[src/rtl/stream_pkg.sv]
// Shared types for the BMP pixel-stream transmitter: pixel sizing, FSM states
// and the tagged pixel entry that flows through the skid buffer.
package stream_pkg;

  localparam int WORD_SIZE  = 8;
  localparam int PIXEL_SIZE = 24;

  typedef enum logic [1:0] {
    S_IDLE  = 2'd0,
    S_FETCH = 2'd1,
    S_DRAIN = 2'd2,
    S_DONE  = 2'd3
  } state_t;

  typedef struct packed {
    logic [PIXEL_SIZE-1:0] data;
    logic                  sol;
    logic                  sof;
  } skid_entry_t;

endpackage

[src/rtl/bmp_stream_tx_if.sv]
// Bundle of control, frame-buffer read port and pixel-stream signals between
// the transmitter (master) and its environment (slave).
interface bmp_stream_tx_if #(
  parameter int ADDR_WIDTH = 20,
  parameter int DIM_WIDTH  = 12
);
  import stream_pkg::*;

  logic                  start;
  logic [ADDR_WIDTH-1:0] base_addr;
  logic [DIM_WIDTH-1:0]  width;
  logic [DIM_WIDTH-1:0]  height;
  logic [1:0]            padding;
  logic                  mem_rd;
  logic [ADDR_WIDTH-1:0] mem_addr;
  logic [PIXEL_SIZE-1:0] mem_rdata;
  logic                  en;
  logic                  out_ready;
  logic                  hsync;
  logic                  vsync;
  logic [PIXEL_SIZE-1:0] data;
  logic                  busy;
  logic                  done;

  // Handshake: a pixel transfers on a cycle with en && out_ready; while en is
  // high and out_ready low, en/data/hsync/vsync hold their values unchanged.
  modport master (
    input  start, base_addr, width, height, padding, mem_rdata, out_ready,
    output mem_rd, mem_addr, en, hsync, vsync, data, busy, done
  );

  modport slave (
    output start, base_addr, width, height, padding, mem_rdata, out_ready,
    input  mem_rd, mem_addr, en, hsync, vsync, data, busy, done
  );

endinterface

[src/rtl/pixel_skid_buf.sv]
// Two-entry pixel FIFO with valid/ready on both sides; when empty, an incoming
// entry falls straight through to the output in the same cycle.
module pixel_skid_buf
  import stream_pkg::*;
(
  input  logic        clk,
  input  logic        reset_n,
  input  logic        in_valid,
  output logic        in_ready,
  input  skid_entry_t in_entry,
  output logic        out_valid,
  input  logic        out_ready,
  output skid_entry_t out_entry,
  output logic [1:0]  count
);

  skid_entry_t mem_q [2];
  logic        rd_ptr_q;
  logic        wr_ptr_q;
  logic [1:0]  cnt_q;
  logic        bypass;
  logic        push;
  logic        pop_store;

  assign in_ready  = (cnt_q != 2'd2);
  assign out_valid = (cnt_q != 2'd0) || in_valid;
  assign out_entry = (cnt_q != 2'd0) ? mem_q[rd_ptr_q] : in_entry;
  assign count     = cnt_q;

  // An entry consumed on the cycle it arrives into an empty buffer is never stored.
  assign bypass    = in_valid && (cnt_q == 2'd0) && out_ready;
  assign push      = in_valid && in_ready && !bypass;
  assign pop_store = out_ready && (cnt_q != 2'd0);

  always_ff @(posedge clk or negedge reset_n) begin
    if (!reset_n) begin
      mem_q[0] <= '0;
      mem_q[1] <= '0;
      rd_ptr_q <= 1'b0;
      wr_ptr_q <= 1'b0;
      cnt_q    <= 2'd0;
    end else begin
      if (push) begin
        mem_q[wr_ptr_q] <= in_entry;
        wr_ptr_q        <= ~wr_ptr_q;
      end
      if (pop_store) rd_ptr_q <= ~rd_ptr_q;
      cnt_q <= cnt_q + {1'b0, push} - {1'b0, pop_store};
    end
  end

endmodule

[src/rtl/bmp_stream_tx.sv]
// Streams one bottom-up BMP frame from a byte-addressed frame buffer as a
// pixel stream with hsync/vsync tags, one pixel per accepted cycle.
module bmp_stream_tx
  import stream_pkg::*;
#(
  parameter int ADDR_WIDTH = 20,
  parameter int DIM_WIDTH  = 12
) (
  input  logic            clk,
  input  logic            reset_n,
  bmp_stream_tx_if.master bus,
  output state_t          dbg_state
);

  localparam logic [DIM_WIDTH-1:0]  DIM_ONE = 1;
  localparam logic [ADDR_WIDTH-1:0] STEP3   = 3;

  state_t                state_q;
  logic [DIM_WIDTH-1:0]  w_q, h_q, x_q, y_q;
  logic [1:0]            pad_q;
  logic [ADDR_WIDTH-1:0] addr_q, mem_addr_q;
  logic                  mem_rd_q, iss_sol_q, iss_sof_q;
  logic                  rvalid_q, r_sol_q, r_sof_q;

  logic [DIM_WIDTH-1:0]  cur_x, cur_y, cur_w, cur_h;
  logic [ADDR_WIDTH-1:0] cur_addr, pad_ext;
  logic [1:0]            cur_pad;
  logic                  start_ok, start_zero, slot_free, issue, row_end, frame_end, pop;
  logic [2:0]            stored_next;

  skid_entry_t sk_in, sk_out;
  logic        sk_in_ready, sk_out_valid;
  logic [1:0]  sk_count;

  // In IDLE the first pixel is issued straight from the start operands.
  always_comb begin
    cur_x    = x_q;
    cur_y    = y_q;
    cur_w    = w_q;
    cur_h    = h_q;
    cur_pad  = pad_q;
    cur_addr = addr_q;
    if (state_q == S_IDLE) begin
      cur_x    = '0;
      cur_y    = '0;
      cur_w    = bus.width;
      cur_h    = bus.height;
      cur_pad  = bus.padding;
      cur_addr = bus.base_addr;
    end
  end

  assign pad_ext     = {{(ADDR_WIDTH-2){1'b0}}, cur_pad};
  assign start_ok    = (state_q == S_IDLE) && bus.start;
  assign start_zero  = (bus.width == '0) || (bus.height == '0);
  assign pop         = sk_out_valid && bus.out_ready;
  assign stored_next = {1'b0, sk_count} + {2'b0, rvalid_q} - {2'b0, pop};
  // Buffered pixels plus reads in flight never exceed the two buffer slots.
  assign slot_free   = sk_in_ready && ((stored_next + {2'b0, mem_rd_q}) <= 3'd1);
  assign issue       = (start_ok && !start_zero) || ((state_q == S_FETCH) && slot_free);
  assign row_end     = (cur_x == cur_w - DIM_ONE);
  assign frame_end   = row_end && (cur_y == cur_h - DIM_ONE);

  always_ff @(posedge clk or negedge reset_n) begin
    if (!reset_n) begin
      state_q    <= S_IDLE;
      w_q        <= '0;
      h_q        <= '0;
      pad_q      <= '0;
      x_q        <= '0;
      y_q        <= '0;
      addr_q     <= '0;
      mem_addr_q <= '0;
      mem_rd_q   <= 1'b0;
      iss_sol_q  <= 1'b0;
      iss_sof_q  <= 1'b0;
      rvalid_q   <= 1'b0;
      r_sol_q    <= 1'b0;
      r_sof_q    <= 1'b0;
    end else begin
      rvalid_q <= mem_rd_q;
      r_sol_q  <= iss_sol_q;
      r_sof_q  <= iss_sof_q;
      mem_rd_q <= issue;
      if (issue) begin
        mem_addr_q <= cur_addr;
        iss_sol_q  <= (cur_x == '0);
        iss_sof_q  <= (cur_x == '0) && (cur_y == '0);
        if (row_end) begin
          x_q    <= '0;
          y_q    <= cur_y + DIM_ONE;
          addr_q <= cur_addr + STEP3 + pad_ext;
        end else begin
          x_q    <= cur_x + DIM_ONE;
          y_q    <= cur_y;
          addr_q <= cur_addr + STEP3;
        end
      end
      case (state_q)
        S_IDLE: begin
          if (bus.start) begin
            w_q     <= bus.width;
            h_q     <= bus.height;
            pad_q   <= bus.padding;
            state_q <= (start_zero || frame_end) ? S_DRAIN : S_FETCH;
          end
        end
        S_FETCH: if (issue && frame_end) state_q <= S_DRAIN;
        S_DRAIN: if ((stored_next == 3'd0) && !mem_rd_q) state_q <= S_DONE;
        S_DONE:  state_q <= S_IDLE;
        default: state_q <= S_IDLE;
      endcase
    end
  end

  assign sk_in = {bus.mem_rdata, r_sol_q, r_sof_q};

  pixel_skid_buf u_skid (
    .clk       (clk),
    .reset_n   (reset_n),
    .in_valid  (rvalid_q),
    .in_ready  (sk_in_ready),
    .in_entry  (sk_in),
    .out_valid (sk_out_valid),
    .out_ready (bus.out_ready),
    .out_entry (sk_out),
    .count     (sk_count)
  );

  assign bus.mem_rd   = mem_rd_q;
  assign bus.mem_addr = mem_addr_q;
  assign bus.en       = sk_out_valid;
  assign bus.data     = sk_out_valid ? sk_out.data : '0;
  assign bus.hsync    = sk_out_valid && sk_out.sol;
  assign bus.vsync    = sk_out_valid && sk_out.sof;
  assign bus.busy     = (state_q != S_IDLE);
  assign bus.done     = (state_q == S_DONE);
  assign dbg_state    = state_q;

endmodule

[src/flat_wrapper.sv]
// flat-port wrapper written by rule: the top's interface ports become plain ports
module bmp_stream_tx_flat import stream_pkg::*;
#(
  parameter int ADDR_WIDTH = 20,
  parameter int DIM_WIDTH  = 12
)
  (clk, reset_n, dbg_state, bus_start, bus_base_addr, bus_width, bus_height, bus_padding, bus_mem_rdata, bus_out_ready, bus_mem_rd, bus_mem_addr, bus_en, bus_hsync, bus_vsync, bus_data, bus_busy, bus_done);
  bmp_stream_tx_if #(.ADDR_WIDTH(ADDR_WIDTH), .DIM_WIDTH(DIM_WIDTH)) bus_i ();
  input  logic clk;
  input  logic reset_n;
  output state_t dbg_state;
  input wire logic [$bits(bus_i.start)-1:0] bus_start;
  input wire logic [$bits(bus_i.base_addr)-1:0] bus_base_addr;
  input wire logic [$bits(bus_i.width)-1:0] bus_width;
  input wire logic [$bits(bus_i.height)-1:0] bus_height;
  input wire logic [$bits(bus_i.padding)-1:0] bus_padding;
  input wire logic [$bits(bus_i.mem_rdata)-1:0] bus_mem_rdata;
  input wire logic [$bits(bus_i.out_ready)-1:0] bus_out_ready;
  output wire logic [$bits(bus_i.mem_rd)-1:0] bus_mem_rd;
  output wire logic [$bits(bus_i.mem_addr)-1:0] bus_mem_addr;
  output wire logic [$bits(bus_i.en)-1:0] bus_en;
  output wire logic [$bits(bus_i.hsync)-1:0] bus_hsync;
  output wire logic [$bits(bus_i.vsync)-1:0] bus_vsync;
  output wire logic [$bits(bus_i.data)-1:0] bus_data;
  output wire logic [$bits(bus_i.busy)-1:0] bus_busy;
  output wire logic [$bits(bus_i.done)-1:0] bus_done;
  assign bus_i.start = bus_start;
  assign bus_i.base_addr = bus_base_addr;
  assign bus_i.width = bus_width;
  assign bus_i.height = bus_height;
  assign bus_i.padding = bus_padding;
  assign bus_i.mem_rdata = bus_mem_rdata;
  assign bus_i.out_ready = bus_out_ready;
  assign bus_mem_rd = bus_i.mem_rd;
  assign bus_mem_addr = bus_i.mem_addr;
  assign bus_en = bus_i.en;
  assign bus_hsync = bus_i.hsync;
  assign bus_vsync = bus_i.vsync;
  assign bus_data = bus_i.data;
  assign bus_busy = bus_i.busy;
  assign bus_done = bus_i.done;
  bmp_stream_tx #(.ADDR_WIDTH(ADDR_WIDTH), .DIM_WIDTH(DIM_WIDTH)) u_core (.clk(clk), .reset_n(reset_n), .bus(bus_i), .dbg_state(dbg_state));
endmodule
[config.mk]
export PLATFORM = sky130hd
export DESIGN_NAME = bmp_stream_tx_flat
export DESIGN_NICKNAME = d
export VERILOG_FILES = /design/src/rtl/stream_pkg.sv /design/src/rtl/bmp_stream_tx_if.sv /design/src/rtl/pixel_skid_buf.sv /design/src/rtl/bmp_stream_tx.sv /design/src/flat_wrapper.sv
export SDC_FILE = /design/constraint.sdc
export NUM_CORES = 1
export LEC_CHECK = 0
export CAP_MARGIN = 20
export CORE_MARGIN = 5
export CORE_UTILIZATION = 45
export DETAILED_ROUTE_END_ITERATION = 8
export GPL_TIMING_DRIVEN = 0
export PLACE_DENSITY = 0.68
export SLEW_MARGIN = 5
export SYNTH_ARGS = -nofsm -noshare
export SYNTH_HDL_FRONTEND = slang
export SYNTH_HIERARCHICAL = 1
export SYNTH_SLANG_ARGS = --single-unit
[constraint.sdc]
create_clock -name clk -period 5.4 [get_ports clk]
set_clock_uncertainty 0.15 [all_clocks]
set_input_delay 1.08 -clock clk [delete_from_list [all_inputs] [get_ports clk]]
set_output_delay 1.08 -clock clk [all_outputs]
set_load 0.03 [all_outputs]
==> results of run 1 <==
[Yosys cell counts (10+ instances only)]
master / number
nor2_1: 97
dfrtp_1: 154
inv_1: 21
nor3_1: 32
clkbuf_1: 34
ha_1: 19
or4_1: 12
xnor2_1: 48
a21oi_1: 61
mux2i_1: 65
nand2_1: 71
o21ai_0: 49
nand3_1: 30
and2_1: 35
nand4b_1: 10
mux2_2: 67
mux2_4: 20
xor2_1: 27
nand4_1: 16
and3_1: 13
buf_2: 13
nor4_1: 15
[flip-flops by register name (all words and copies together), names as in the netlist]
signal                  flops
u_core/rvalid_q             1
u_core/u_skid/rd_ptr_q      1
u_core/h_q                 12
u_core/iss_sol_q            1
u_core/pad_q                2
u_core/w_q                 12
u_core/bus.mem_rd           1
u_core/y_q                 12
u_core/u_skid/mem_q        52
u_core/addr_q              20
u_core/r_sol_q              1
u_core/x_q                 12
u_core/iss_sof_q            1
u_core/r_sof_q              1
u_core/dbg_state            2
u_core/u_skid/count         2
u_core/bus.mem_addr        20
u_core/u_skid/wr_ptr_q      1
[cells in the final DEF (no fill, tap or decap), drive strengths merged, types with 5 or more instances in the layout]
cell type	instances
nand3	30
or4	12
nor2	97
clkbuf	50
nor3b	5
nand4b	10
and2	35
a21o	5
mux2	87
a311oi	6
o22ai	5
nand4	16
o211ai	5
dfrtp	154
o31ai	7
nand2	71
a31oi	9
nor3	32
mux2i	65
or3	9
o21a	5
nand2b	9
nor4	15
ha	19
a211oi	6
nor4b	5
xnor2	48
buf	37
a21oi	61
clkdlybuf4s50	124
and3	14
inv	27
o21ai	49
xor2	27
[critical path, stage by stage (launching register included)]
cell and delay (ns):
dfrtp_2 0.47, inv_2 0.10, ha_4 0.17, buf_6 0.15, buf_6 0.16, buf_6 0.18
buf_12 0.17, buf_6 0.15, buf_8 0.18, clkbuf_8 0.22, clkbuf_8 0.19, mux2i_1 0.20
ha_2 0.25, nor4b_2 0.29, and4_1 0.26, nor4b_2 0.07, a21o_1 0.20, or4_1 0.46
buf_4 0.20, o31ai_4 0.29, mux2_2 0.37, a311oi_2 0.22
[final cells by class]
cell class | count | area (µm²)
plain buffers | 60 | 383
clock buffers | 17 | 425
clock inverters | 14 | 160
fillers | 2011 | 9830
inverters | 21 | 78.8
multi-input cells | 829 | 6010
flip-flops and latches | 154 | 3860
well taps | 285 | 357
repair buffers | 134 | 1340
[per-layer routing]
metal  track usage [%]  routed length [µm]  up-vias
met5                 0                   0        -
met3              3.85                1730       38
met1              30.4               13000     4393
met2              37.9               14100      310
met4              7.51                 688        0
li1                  -                   -     4177
[stage by stage]
step / TNS (ns) / power, µW / instances
after floorplan: 0 / 4040 / 1064
after global routing: -0.0117 / 6940 / 1514
final: 0 / 6540 / 1514
after detailed placement: -54.18 / 5300 / 1476
after CTS: 0 / 6560 / 1512
after global placement: -585.00 / 5240 / 1474
[path summary, 6_finish.rpt]
check | startpoint | end | slack (ns) | cells after the start
min | u_core/iss_sof_q$_DFFE_PN0P_ | u_core/r_sof_q$_DFF_PN0_ | 0.25 | 0
min in group asynchronous | reset_n | u_core/h_q[6]$_DFFE_PN0P_ | 0.38 | 1
min reg2reg | u_core/iss_sof_q$_DFFE_PN0P_ | u_core/r_sof_q$_DFF_PN0_ | 0.25 | 0
max in group asynchronous | reset_n | u_core/dbg_state[0]$_DFFE_PN0P_ | 3.83 | 2
max | u_core/dbg_state[1]$_DFFE_PN0P_ | u_core/addr_q[9]$_DFFE_PN0P_ | 0.17 | 21
max reg2reg | u_core/dbg_state[1]$_DFFE_PN0P_ | u_core/addr_q[9]$_DFFE_PN0P_ | 0.17 | 21
[power groups by stage]
stage	clock network, µW	registers (µW)	logic, µW
floorplan	0	1830	2210
global placement	0	1760	3490
detailed placement	0	1770	3530
CTS	1240	1750	3560
global route	1300	1800	3850
finish	1220	1760	3560
[cell families after synthesis]
kind of cell / share of synthesized area, %
mux: 16.7
fa+ha+maj: 2.73
simple gates: 20.0
xor+xnor: 6.45
buf+inv: 3.80
compound gates: 12.5
flops: 37.8
[what timing repair did]
| item | CTS | global route |
|---|---|---|
| setup endpoints to repair | 51 | 30 |
| gates resized for setup | 28 | 10 |
| pin swaps | 1 | 2 |
| buffers inserted | 5 | 2 |
==> impl_metrics.tcl, run 1 <==
set metrics [dict create \
    tightest_slew_ns 0.801 \
    fmax_mhz 191 \
    hpwl_mm 21.6 \
    synth-seq-cells 154 \
    syn-num-nets 1159 \
    fin_crit_ns 5.23 \
    power_density_nw_per_um2 518 \
    cellInternalPower_uw 3640 \
    fin_crit_sh_pct 96.8 \
    place.gp.congestion 0.936 \
    ys_async_sr_fraction_pct 100 \
    pwr-share-comb_pct 54.5 \
    synth-seq-area-share_pct 37.8 \
    drive_gt1_share_pct 15.0 \
    cts_tree "built" \
    clk_latency_ns 0.43 \
    ant_nets 0 \
    cts_root_buf "clkbuf_16" \
    worst_slack_ns 0.170 \
    yosysUniqueCellTypes 77 \
    design.portCount 126 \
    core_area_um2 22400 \
    seq_power_share_pct 26.9 \
    path_max_fanout 10 \
    synthTopCellsByArea "dfrtp_1 38%, mux2_2 7.4%, mux2i_1 6.4%, xnor2_1 4.1%, nor2_1 3.6%" \
    start_kind "flop" \
    synth_flop_cell "dfrtp_1" \
    final_util_pct 56.2 \
    syn_avg_cell_area_um2 9.57 \
    die_w_um 160 \
    overflow 0 \
    ir_drop_v 0.000377 \
    fin_area_um2 12600 \
    grt_first_pass_wirelength_mm 47.6 \
    clkSinkCount 154 \
    start_util_pct 45.4 \
    numCtsBuffers 17 \
    crit_type "reg -> reg" \
    antenna_found_initial 0 \
    cts_max_level 4 \
    clk_path_buf_depth 2 \
    yosys_warnings 6 \
    slew_headroom_pct 46.1 \
    worstPathArrival_ns 5.41 \
    die_h_um 160 \
    synthCells 1064 \
    dr.pass1.iters 5 \
    path_clk_slew_ns 0.07 \
    dp_slack_ns -1.47 \
    syn_to_final_growth_pct 23.8 \
    synth_top_area_share_pct 37.8 \
    final_hold_viol_count 0 \
    via_count 8918 \
    gr-usage-all-layers_pct 22.8 \
    synth-edff-count 0 \
    routedWlPerCell_um 19.5 \
    synth_area_um2 10200 \
    setup_violations 0 \
    min_path_type "reg -> reg" \
    finalMaxSlewViolations 0 \
    routed_wirelength_mm 29.5 \
    status "complete, no violations" \
    leakage_uw 0.00528 \
    place_area_um2 11800 \
    worstPathRequired_ns 5.58 \
    vias_per_cell 5.89 \
    dr.first_iter.drc_count 654 \
    cp-end-kind "flop" \
    num_antenna_cells 0 \
    grt_pass1_vias 8818 \
    clkPwrFrac_pct 18.7 \
    grt_max_degree 112 \
    rows 55 \
    nets 1312 \
    drc 0 \
    port_buffers 125 \
    dieArea_um2 25700 \
    holdBufCountCts 0 \
    swShare_pct 44.3 \
    switching_power_uw 2900 \
    yosys.area.top_type "dfrtp_1" \
    whs_ns 0.246 \
    cap_violations 0 \
]
No activity file was read; power rests on OpenSTA's default activity.
==> run 2, diff against run 1 <==
PLACE_DENSITY = 0.66   (was 0.68)
clock period = 6 ns   (was 5.4 ns; I/O delays follow)
==> impl_metrics.tcl, run 2 (synthesis gave the netlist of run 1 again) <==
set metrics [dict create \
    crit_type "reg -> reg" \
    start_kind "flop" \
    grt_pass1_vias 8794 \
    drive_gt1_share_pct 13.5 \
    r2r_cells 19 \
    setup_violations 0 \
    path_clk_slew_ns 0.07 \
    cts_tree "built" \
    slowest_delay_ns 0.44 \
    clkSinkCount 154 \
    dr.first_iter.drc_count 586 \
    hold_path_depth 0 \
    worstPathArrival_ns 5.70 \
    largest_reg_flops 52 \
    min_path_type "reg -> reg" \
    rows 55 \
    final_util_pct 55.7 \
    status "complete, no violations" \
    fin_crit_sh_pct 91.8 \
    vias_per_cell 5.88 \
    ir_drop_v 0.000355 \
    num_antenna_cells 0 \
    regArea_um2 3850 \
    port_buffers 125 \
    cts_root_buf "clkbuf_16" \
    place.gp.congestion 0.925 \
    start_util_pct 45.4 \
    hpwl_mm 21.3 \
    final_cell_mix "154 x dfrtp_1, 124 x clkdlybuf4s50_1, 97 x nor2_1, 71 x nand2_1, 67 x mux2_2" \
    rsz0062_at_grt "false" \
    crit_chain "inv_1, ha_4, buf_4, buf_4, buf_4, buf_6, buf_4, clkbuf_4, mux2i_1, ha_2, nor3b_1, xor2_1, a2bb2oi_1, or3_1, or4_1, buf_4, o31ai_4, mux2_2, a311oi_2" \
    leakage_uw 0.00526 \
    slowest_stage "dfrtp_1" \
    die_h_um 160 \
    fmax_mhz 181 \
    r2r-start "u_core/dbg_state[0]$_DFFE_PN0P_" \
    clk_latency_ns 0.43 \
    routedWlPerCell_um 19.3 \
    gr-usage-all-layers_pct 22.5 \
    dp_slack_ns -1.76 \
    syn_to_final_growth_pct 22.8 \
    grt_max_degree 94 \
    nets 1305 \
    via_count 8874 \
    slew_headroom_pct 48.9 \
    worstPathRequired_ns 6.19 \
    multi_input_area_um2 5970 \
    path_max_fanout 28 \
    worst_slack_ns 0.490 \
    dr.pass1.iters 6 \
    final_common_cell "dfrtp_1" \
    cp-end-kind "flop" \
    tightest_slew_ns 0.767 \
    power_density_nw_per_um2 473 \
    numCtsBuffers 17 \
    overflow 0 \
    dpl.cell_count 1476 \
    fin_crit_ns 5.51 \
    grt_first_pass_wirelength_mm 46.9 \
    largest_register "u_core/u_skid/mem_q" \
    clk_path_buf_depth 2 \
    dieArea_um2 25700 \
    drc 0 \
    crit_path_start "u_core/dbg_state[0]$_DFFE_PN0P_" \
    finalMaxSlewViolations 0 \
    path_common_cell "buf_4" \
    design.portCount 126 \
    cap_violations 0 \
    antenna_found_initial 0 \
    fillers 1993 \
    ant_nets 0 \
    hold_start "u_core/iss_sof_q$_DFFE_PN0P_" \
    core_area_um2 22400 \
    finalNonFillerCells 1508 \
    fin_tns_setup_ns 0 \
    final_hold_viol_count 0 \
    cts_max_level 4 \
    die_w_um 160 \
    routed_wirelength_mm 29.1 \
]
-- run 2: per-layer routing --
layer,track usage (%),share of wire [%],vias to the layer above
met5,0,0,-
met4,9.11,3.4,0
met3,4.21,5.4,60
met2,36.7,47,312
met1,29.4,44,4336
li1,-,-,4166
-- run 2: timing repair --
action,in CTS,in global routing
endpoints found under the setup margin,46,34
pin swaps,0,0
hold buffers,0,0
gates resized for setup,16,5
setup buffers,2,0
-- run 2: final cells by class --
class | instances | share of cell area [%]
Multi-Input combinational cell | 829 | 47.7
Sequential cell | 154 | 30.8
Timing Repair Buffer | 129 | 10.4
Clock buffer | 17 | 3.40
Tap cell | 285 | 2.85
Buffer | 58 | 2.59
Clock inverter | 15 | 1.56
Inverter | 21 | 0.630
-- run 2: critical path: cells and delay by family (launching register included) --
family          cells  cell delay, ns
flops               1            0.44
compound gates      3            0.73
mux                 2            0.59
buf+inv             8            1.85
xor+xnor            1            0.11
fa+ha+maj           2            0.50
simple gates        3            1.01
-- run 2: power by group --
part,switching [µW],internal [µW],total (µW)
sequential,211,1360,1570
combinational,1900,1280,3180
clock,519,639,1160
total,2630,3290,5910
-- run 2: path summary, 6_finish.rpt --
check	to	slack, ns
worst min register to register	u_core/r_sof_q$_DFF_PN0_	0.23
max in group asynchronous	u_core/addr_q[14]$_DFFE_PN0P_	4.29
worst max-delay path	u_core/addr_q[9]$_DFFE_PN0P_	0.49
worst max register to register	u_core/addr_q[9]$_DFFE_PN0P_	0.49
min in group asynchronous	u_core/h_q[7]$_DFFE_PN0P_	0.55
worst min-delay path	u_core/r_sof_q$_DFF_PN0_	0.23
-- run 2: stage by stage --
step / area, µm² / hold slack, ns / total power, µW
floorplan: 10200 / 0.204 / 3640
global placement: 11800 / 0.219 / 4710
detailed placement: 11800 / 0.210 / 4770
CTS: 12500 / 0.226 / 5950
global route: 12500 / 0.230 / 6290
finish: 12500 / 0.227 / 5910
